## config.mk

```make
export PLATFORM = sky130hd
export DESIGN_NAME = jtag_tap_multichain
export DESIGN_NICKNAME = d
export VERILOG_FILES = /design/src/rtl/jtag_tap_pkg.sv /design/src/rtl/jtag_tap_fsm.sv /design/src/rtl/jtag_tap_multichain.sv
export SDC_FILE = /design/constraint.sdc
export NUM_CORES = 1
export LEC_CHECK = 0
export ABC_AREA = 1
export CELL_PAD_IN_SITES_DETAIL_PLACEMENT = 0
export CELL_PAD_IN_SITES_GLOBAL_PLACEMENT = 1
export CORE_ASPECT_RATIO = 0.7
export CORE_MARGIN = 1
export CORE_UTILIZATION = 30
export CTS_BUF_LIST = sky130_fd_sc_hd__clkbuf_16
export CTS_CLUSTER_DIAMETER = 50
export DETAILED_ROUTE_END_ITERATION = 6
export DONT_BUFFER_PORTS = 1
export PLACE_DENSITY = 0.67
export SYNTH_ARGS = -nofsm -noshare
export SYNTH_HDL_FRONTEND = slang
export SYNTH_SLANG_ARGS = --single-unit
```

## constraint.sdc

```tcl
create_clock -name tck_pad_i -period 1.31 [get_ports tck_pad_i]
set_input_delay 0.0655 -clock tck_pad_i [delete_from_list [all_inputs] [get_ports tck_pad_i]]
set_output_delay 0.0655 -clock tck_pad_i [all_outputs]
set_load 0.01 [all_outputs]
```

## src/rtl/jtag_tap_pkg.sv

```systemverilog
// Shared TAP definitions: state encodings, fixed opcodes and the IR capture pattern.
package jtag_tap_pkg;

  // IEEE 1149.1 reference state encoding.
  typedef enum logic [3:0] {
    ST_EXIT2_DR = 4'h0,
    ST_EXIT1_DR = 4'h1,
    ST_SHIFT_DR = 4'h2,
    ST_PAUSE_DR = 4'h3,
    ST_SEL_IR   = 4'h4,
    ST_UPD_DR   = 4'h5,
    ST_CAP_DR   = 4'h6,
    ST_SEL_DR   = 4'h7,
    ST_EXIT2_IR = 4'h8,
    ST_EXIT1_IR = 4'h9,
    ST_SHIFT_IR = 4'hA,
    ST_PAUSE_IR = 4'hB,
    ST_RTI      = 4'hC,
    ST_UPD_IR   = 4'hD,
    ST_CAP_IR   = 4'hE,
    ST_TLR      = 4'hF
  } tap_state_e;

  localparam int OP_EXTEST         = 0;
  localparam int OP_SAMPLE_PRELOAD = 1;
  localparam int OP_IDCODE         = 2;

  // Upper IR bits capture as zero; only the two LSBs are fixed by the standard.
  localparam logic [1:0] IR_CAPTURE_LSBS = 2'b01;

  function automatic int unsigned bypass_opcode(input int unsigned ir_width);
    return (32'd1 << ir_width) - 32'd1;
  endfunction

endpackage

```

## src/rtl/jtag_tap_fsm.sv

```systemverilog
// 16-state TAP controller; status outputs decode the current state directly.
module jtag_tap_fsm
  import jtag_tap_pkg::*;
(
  input  logic       tck,
  input  logic       trst,
  input  logic       tms,
  output tap_state_e state,
  output logic       test_logic_reset,
  output logic       capture_dr,
  output logic       shift_dr,
  output logic       pause_dr,
  output logic       update_dr,
  output logic       capture_ir,
  output logic       shift_ir,
  output logic       update_ir
);

  // NOTE: sequential state uses non-blocking assignments so every flop samples pre-edge values.
  always_ff @(posedge tck or posedge trst) begin
    if (trst) begin
      state <= ST_TLR;
    end else begin
      unique case (state)
        ST_TLR:      state <= tms ? ST_TLR      : ST_RTI;
        ST_RTI:      state <= tms ? ST_SEL_DR   : ST_RTI;
        ST_SEL_DR:   state <= tms ? ST_SEL_IR   : ST_CAP_DR;
        ST_CAP_DR:   state <= tms ? ST_EXIT1_DR : ST_SHIFT_DR;
        ST_SHIFT_DR: state <= tms ? ST_EXIT1_DR : ST_SHIFT_DR;
        ST_EXIT1_DR: state <= tms ? ST_UPD_DR   : ST_PAUSE_DR;
        ST_PAUSE_DR: state <= tms ? ST_EXIT2_DR : ST_PAUSE_DR;
        ST_EXIT2_DR: state <= tms ? ST_UPD_DR   : ST_SHIFT_DR;
        ST_UPD_DR:   state <= tms ? ST_SEL_DR   : ST_RTI;
        ST_SEL_IR:   state <= tms ? ST_TLR      : ST_CAP_IR;
        ST_CAP_IR:   state <= tms ? ST_EXIT1_IR : ST_SHIFT_IR;
        ST_SHIFT_IR: state <= tms ? ST_EXIT1_IR : ST_SHIFT_IR;
        ST_EXIT1_IR: state <= tms ? ST_UPD_IR   : ST_PAUSE_IR;
        ST_PAUSE_IR: state <= tms ? ST_EXIT2_IR : ST_PAUSE_IR;
        ST_EXIT2_IR: state <= tms ? ST_UPD_IR   : ST_SHIFT_IR;
        ST_UPD_IR:   state <= tms ? ST_SEL_DR   : ST_RTI;
        default:     state <= ST_TLR;
      endcase
    end
  end

  assign test_logic_reset = (state == ST_TLR);
  assign capture_dr       = (state == ST_CAP_DR);
  assign shift_dr         = (state == ST_SHIFT_DR);
  assign pause_dr         = (state == ST_PAUSE_DR);
  assign update_dr        = (state == ST_UPD_DR);
  assign capture_ir       = (state == ST_CAP_IR);
  assign shift_ir         = (state == ST_SHIFT_IR);
  assign update_ir        = (state == ST_UPD_IR);

endmodule

```

## src/rtl/jtag_tap_multichain.sv

```systemverilog
// Parametrised TAP with IDCODE, BYPASS and NUM_CHAINS user chains muxed onto TDO.
module jtag_tap_multichain
  import jtag_tap_pkg::*;
#(
  parameter int          IR_WIDTH     = 4,
  parameter int          NUM_CHAINS   = 4,
  parameter int          CHAIN_BASE   = 8,
  parameter logic [31:0] IDCODE_VALUE = 32'h149511C3
) (
  input  logic                  tck_pad_i,
  input  logic                  trst_pad_i,
  input  logic                  tms_pad_i,
  input  logic                  tdi_pad_i,
  output logic                  tdo_pad_o,
  output logic                  tdo_padoe_o,
  output logic                  test_logic_reset_o,
  output logic                  shift_dr_o,
  output logic                  capture_dr_o,
  output logic                  pause_dr_o,
  output logic                  update_dr_o,
  output logic                  tdo_o,
  output logic [NUM_CHAINS-1:0] chain_select_o,
  input  logic [NUM_CHAINS-1:0] chain_tdi_i,
  output logic [IR_WIDTH-1:0]   ir_o
);

  localparam logic [IR_WIDTH-1:0] IR_EXTEST  = IR_WIDTH'(OP_EXTEST);
  localparam logic [IR_WIDTH-1:0] IR_SAMPLE  = IR_WIDTH'(OP_SAMPLE_PRELOAD);
  localparam logic [IR_WIDTH-1:0] IR_IDCODE  = IR_WIDTH'(OP_IDCODE);
  localparam logic [IR_WIDTH-1:0] IR_BYPASS  = IR_WIDTH'(bypass_opcode(IR_WIDTH));
  localparam logic [IR_WIDTH-1:0] IR_CAPTURE = IR_WIDTH'(IR_CAPTURE_LSBS);

  tap_state_e tap_state;
  logic       capture_ir, shift_ir, update_ir;

  jtag_tap_fsm u_fsm (
    .tck              (tck_pad_i),
    .trst             (trst_pad_i),
    .tms              (tms_pad_i),
    .state            (tap_state),
    .test_logic_reset (test_logic_reset_o),
    .capture_dr       (capture_dr_o),
    .shift_dr         (shift_dr_o),
    .pause_dr         (pause_dr_o),
    .update_dr        (update_dr_o),
    .capture_ir       (capture_ir),
    .shift_ir         (shift_ir),
    .update_ir        (update_ir)
  );

  logic [IR_WIDTH-1:0]   ir_sr;
  logic [31:0]           idcode_sr;
  logic                  bypass_q;
  logic [NUM_CHAINS-1:0] chain_hit;
  logic                  dr_tdo;
  logic                  sel_idcode;

  assign sel_idcode = (ir_o == IR_IDCODE);

  // NOTE: every always_comb output gets a default first so no path can infer a latch.
  always_comb begin
    chain_hit = '0;
    for (int k = 0; k < NUM_CHAINS; k++) begin
      chain_hit[k] = (ir_o == IR_WIDTH'(CHAIN_BASE + k));
    end
  end

  assign chain_select_o = chain_hit;

  // Unknown opcodes and out-of-range chain opcodes fall through to the bypass bit.
  always_comb begin
    dr_tdo = bypass_q;
    if (sel_idcode) begin
      dr_tdo = idcode_sr[0];
    end else if (ir_o == IR_EXTEST || ir_o == IR_SAMPLE) begin
      dr_tdo = chain_tdi_i[0];
    end else if (|chain_hit) begin
      dr_tdo = |(chain_tdi_i & chain_hit);
    end else if (ir_o == IR_BYPASS) begin
      dr_tdo = bypass_q;
    end
  end

  always_ff @(posedge tck_pad_i or posedge trst_pad_i) begin
    if (trst_pad_i) begin
      ir_sr     <= '0;
      ir_o      <= IR_IDCODE;
      idcode_sr <= IDCODE_VALUE;
      bypass_q  <= 1'b0;
      tdo_o     <= 1'b0;
    end else begin
      tdo_o <= tdi_pad_i;

      if (capture_ir)    ir_sr <= IR_CAPTURE;
      else if (shift_ir) ir_sr <= {tdi_pad_i, ir_sr[IR_WIDTH-1:1]};

      if (tap_state == ST_TLR) ir_o <= IR_IDCODE;
      else if (update_ir)      ir_o <= ir_sr;

      if (capture_dr_o && sel_idcode)    idcode_sr <= IDCODE_VALUE;
      else if (shift_dr_o && sel_idcode) idcode_sr <= {tdi_pad_i, idcode_sr[31:1]};

      if (capture_dr_o)    bypass_q <= 1'b0;
      else if (shift_dr_o) bypass_q <= tdi_pad_i;
    end
  end

  // TDO changes on the falling edge so the probe samples it stable on the next rising edge.
  always_ff @(negedge tck_pad_i or posedge trst_pad_i) begin
    if (trst_pad_i) begin
      tdo_pad_o   <= 1'b0;
      tdo_padoe_o <= 1'b0;
    end else begin
      tdo_padoe_o <= shift_ir | shift_dr_o;
      if (shift_ir)        tdo_pad_o <= ir_sr[0];
      else if (shift_dr_o) tdo_pad_o <= dr_tdo;
      else                 tdo_pad_o <= 1'b0;
    end
  end

endmodule

```

; Word-level counts from Yosys, hierarchy flattened
; Index checks and enable logic that the tools add are counted.
[op_classes]
eq_ne = 21
n_mux = 26
bitwise = 2
reduce_logical = 14
[op_table]
columns = operator, count
row1 = 2-to-1 mux 32 bit, 2
row2 = == test 4 bit (second input constant), 12
row3 = case mux 4 bit (12 select lines), 1
row4 = 2-to-1 mux 4 bit, 5
row5 = == test 4 x 3 -> 1 bit (second input constant), 4
row6 = == test 4 x 2 -> 1 bit (second input constant), 3
row7 = 2-to-1 mux 2 bit, 6
row8 = 2-to-1 mux 3 bit, 4
row9 = == test 4 x 1 -> 1 bit (second input constant), 2
row10 = zero test 4 bit, 2
row11 = 2-to-1 mux 1 bit, 8
row12 = nonzero test 2 bit, 4
row13 = OR reduction 4 bit, 2
row14 = bitwise AND 4 bit, 1
row15 = OR reduction 2 bit, 2
row16 = OR reduction 3 bit, 1
row17 = logical AND 1 bit, 2
row18 = logical OR 1 bit, 1
row19 = bitwise OR 1 bit, 1
[totals]
register_bits = 48
inputBits = 8
out_inout_bits = 16

; Logic depth before layout (Yosys ltp)
[logic_depth]
word_depth = 8
depth_mapped = 10

; Hierarchy
; From an unflattened synthesis, not the netlist that was laid out.
[hier_totals]
cells_unflattened = 258
hier_area_um2 = 2189.6
[modules_own_cells]
columns = module, instances, cells_per_inst, area_per_inst_um2, seq_area_each_um2
row1 = jtag_tap_multichain, 1, 203, 1851.8, 1117.3
row2 = jtag_tap_fsm, 1, 55, 337.8, 105.1

==> results.py <==
metrics = {
    "run_status": {
        "status": "finished, violations left",
        "violations": "setup timing",
    },
    "layout": {
        "fin_nets": 353,
        "stdcell_area_mm2": 0.003941,
        "antenna_cells": 0,
        "area_growth_pct": 72.79,
        "fin_util": 0.5385,
        "final_layout_size_suffix_gt1_frac": 0.6329,
    },
    "global_route": {
        "track_usage": 0.1644,
        "antenna_found_initial": 0,
        "grtUsageMet1": 0.2302,
        "met3_usage": 0.03723,
        "overflow": 0,
        "grt_pass1_wl_um": 9901,
        "grt_max_degree": 27,
        "met2_usage": 0.2583,
        "grt.busiest_layer": "met2",
        "grt_pass1_vias": 1996,
    },
    "drt": {
        "drtIter0Drc": 63,
        "drt-wirelength-per-cell_um": 14.04,
        "ant_nets": 0,
        "vias": 2052,
        "routed_via_density": 4.622,
        "wl_um": 6233,
        "drcViolationCount": 0,
        "firstDrtPassIters": 4,
    },
    "setup_path": {
        "reg2reg_to": "tdo_pad_o",
        "rrSetupSlack_ns": -0.50,
        "crit_top_cell": "nand2_1",
        "r2r_cells": 7,
        "cp-start-kind": "flip-flop",
        "slowest_stage": "dfstp_2",
        "crit_arrival_ns": 1.32,
        "cpPeakStageDelay_ns": 0.58,
        "worstPathBufferInverterCount": 1,
        "path_depth": 7,
        "crit-reg2reg-launch": "ir_o[1]",
        "startpoint": "ir_o[1]",
        "criticalPathCategory": "reg -> reg",
        "cp-end-kind": "flip-flop",
        "worstPathMaxFanout": 4,
        "crit_chain": "inv_2 > nand2_2 > nand2_1 > a21oi_1 > nand2_1 > nand2_1 > nand2_1",
        "endpoint": "tdo_pad_o",
        "critPathRequiredTime_ns": 0.82,
        "critPathTopFamily": "flip-flops",
    },
    "sta": {
        "finClkSkew_ns": 0.02663,
        "final-setup-viol-count": 56,
        "drv_slew": 0,
        "fin_ws_ns": -0.4986,
        "slew_headroom": 0.7759,
        "hold_viol": 0,
        "worst_slew_pin_slew_ns": 0.3362,
        "rsz0062_at_grt": "true",
    },
    "clock_tree": {
        "cts_max_path_buffers": 2,
        "cts_root_buf": "clkbuf_16",
        "cts_sinks": 48,
        "cts_tree": "built",
        "clock_latency_ns": 0.31,
        "htreeDepth": 2,
        "numCtsBuffers": 5,
        "clk_pin_slew_ns": 0.07,
    },
    "synthesis": {
        "synth_seq_cells": 48,
        "yosysTopAreaCellShare": 0.3182,
        "netlist_instances": 258,
        "syn_area_mm2": 0.002281,
        "yosys-top-cells-count": "nand2_1 (59), inv_1 (30), dfrtp_1 (29), nand3_1 (29), nor2_1 (21)",
        "ys_top_cells_by_area": "dfrtp_1 (32%), dfstp_2 (20%), nand2_1 (9.7%), nand3_1 (6.4%), inv_1 (4.9%)",
        "synth_most_common_cell": "nand2_1",
        "avgSynthCellArea_um2": 8.841,
        "synth_warnings": 0,
        "syn_nets": 266,
        "synth-async-reset-ratio": 1.000,
        "ys.flop_type": "dfrtp_1",
        "synth_seq_area_share": 0.5359,
        "synth_edf_count": 0,
        "synth_cell_types": 34,
        "yosysTopAreaCell": "dfrtp_1",
    },
    "floorplan": {
        "die_area_mm2": 0.007962,
        "pin_count": 24,
        "start_util": 0.3116,
        "coreArea_mm2": 0.007320,
        "num_rows": 26,
        "die_y_um": 74.96,
        "die_w_um": 106.2,
    },
    "pwr": {
        "p_leak_nw": 1.832,
        "p_per_area_mw_per_mm2": 2397,
        "power_mw": 9.446,
        "ir_worst_vdd_mv": 1.521,
    },
    "hold_path": {
        "hold_start": "tms_pad_i",
        "min_path_type": "in -> reg",
    },
    "place": {
        "port_buffers": 0,
        "pre_cts_slack_ns": -0.5358,
        "place_congestion": 0.7851,
        "place_hpwl_um": 3305,
        "place_area_mm2": 0.002730,
    },
    "flow_run": {
        "maxCapViolations": 0,
    },
}
[placed cells by master, fill, tap and decap left out, drive strengths merged, types with 3 or more instances in the layout]
| cell type | instances |
|---|---|
| nand3 | 30 |
| nand2 | 66 |
| nor2 | 23 |
| dlygate4sd3 | 3 |
| nor3 | 4 |
| buf | 85 |
| o21ai | 26 |
| clkbuf | 5 |
| dfstp | 17 |
| inv | 40 |
| dfrtp | 29 |
[final cells by class]
type	instances	area, um2
fill	612	3378
clock inverter	3	37.54
inverter	38	186.4
multi-input combinational	162	1252
clock buffer	5	125.1
timing repair buffer	88	973.4
timing repair inverter	2	20.02
sequential	48	1224
tap	98	122.6
[kinds of logic after synthesis]
| kind of cell | share of synthesized area |
|---|---|
| buffers and inverters | 0.1042 |
| DFF | 0.5359 |
| AOI/OAI and AO/OA | 0.1015 |
| and+or+nand+nor | 0.2584 |
[through the flow]
step	instances	hold slack (ns)	setup TNS, ns
global route	444	0.07193	-17.24
CTS	429	0.02691	-12.57
detailed placement	388	0.07568	-5.292
floorplan	258	0.08883	-1.257
global placement	388	0.06796	-5.038
finish	444	0.05108	-14.38
[metal layers]
layer	wire, um	vias up
met1	2891	1004
met2	3017	40
met3	255	7
li1	-	1001
met4	69	0
met5	0	-
[flip-flops by register name, indices dropped and copies added, names as in the netlist]
signal	cells
idcode_sr	32
ir_o	4
ir_sr	4
u_fsm.state	4
bypass_q	1
tdo_o	1
tdo_pad_o	1
tdo_padoe_o	1
[where the power goes]
| group | internal, mW | switching, mW |
|---|---|---|
| clock | 0.887 | 0.534 |
| sequential | 2.26 | 0.499 |
| combinational | 2.67 | 2.60 |
| total | 5.82 | 3.63 |
[worst register-to-register path: stages (launching register included)]
cell,delay [ns]
dfstp_2,0.58
inv_2,0.07
nand2_2,0.06
nand2_1,0.05
a21oi_1,0.11
nand2_1,0.06
nand2_1,0.06
nand2_1,0.04
[worst min path at each step]
stage                           endpoint  cells past startpoint
after detailed placement  u_fsm.state[0]                      1
final                     u_fsm.state[3]                      3
after floorplan                 bypass_q                      1
after global placement    u_fsm.state[1]                      1
after CTS                 u_fsm.state[3]                      3
after global routing      u_fsm.state[3]                      3
[repair_timing]
item,4_1_cts,5_1_grt
resized for setup,107,67
endpoints found under the setup margin,52,56
hold buffers,3,0
hold endpoints to repair,35,0
pin swaps,22,8
gates cloned,6,0
buffers inserted,28,23
No activity file was read; power rests on OpenSTA's default activity.
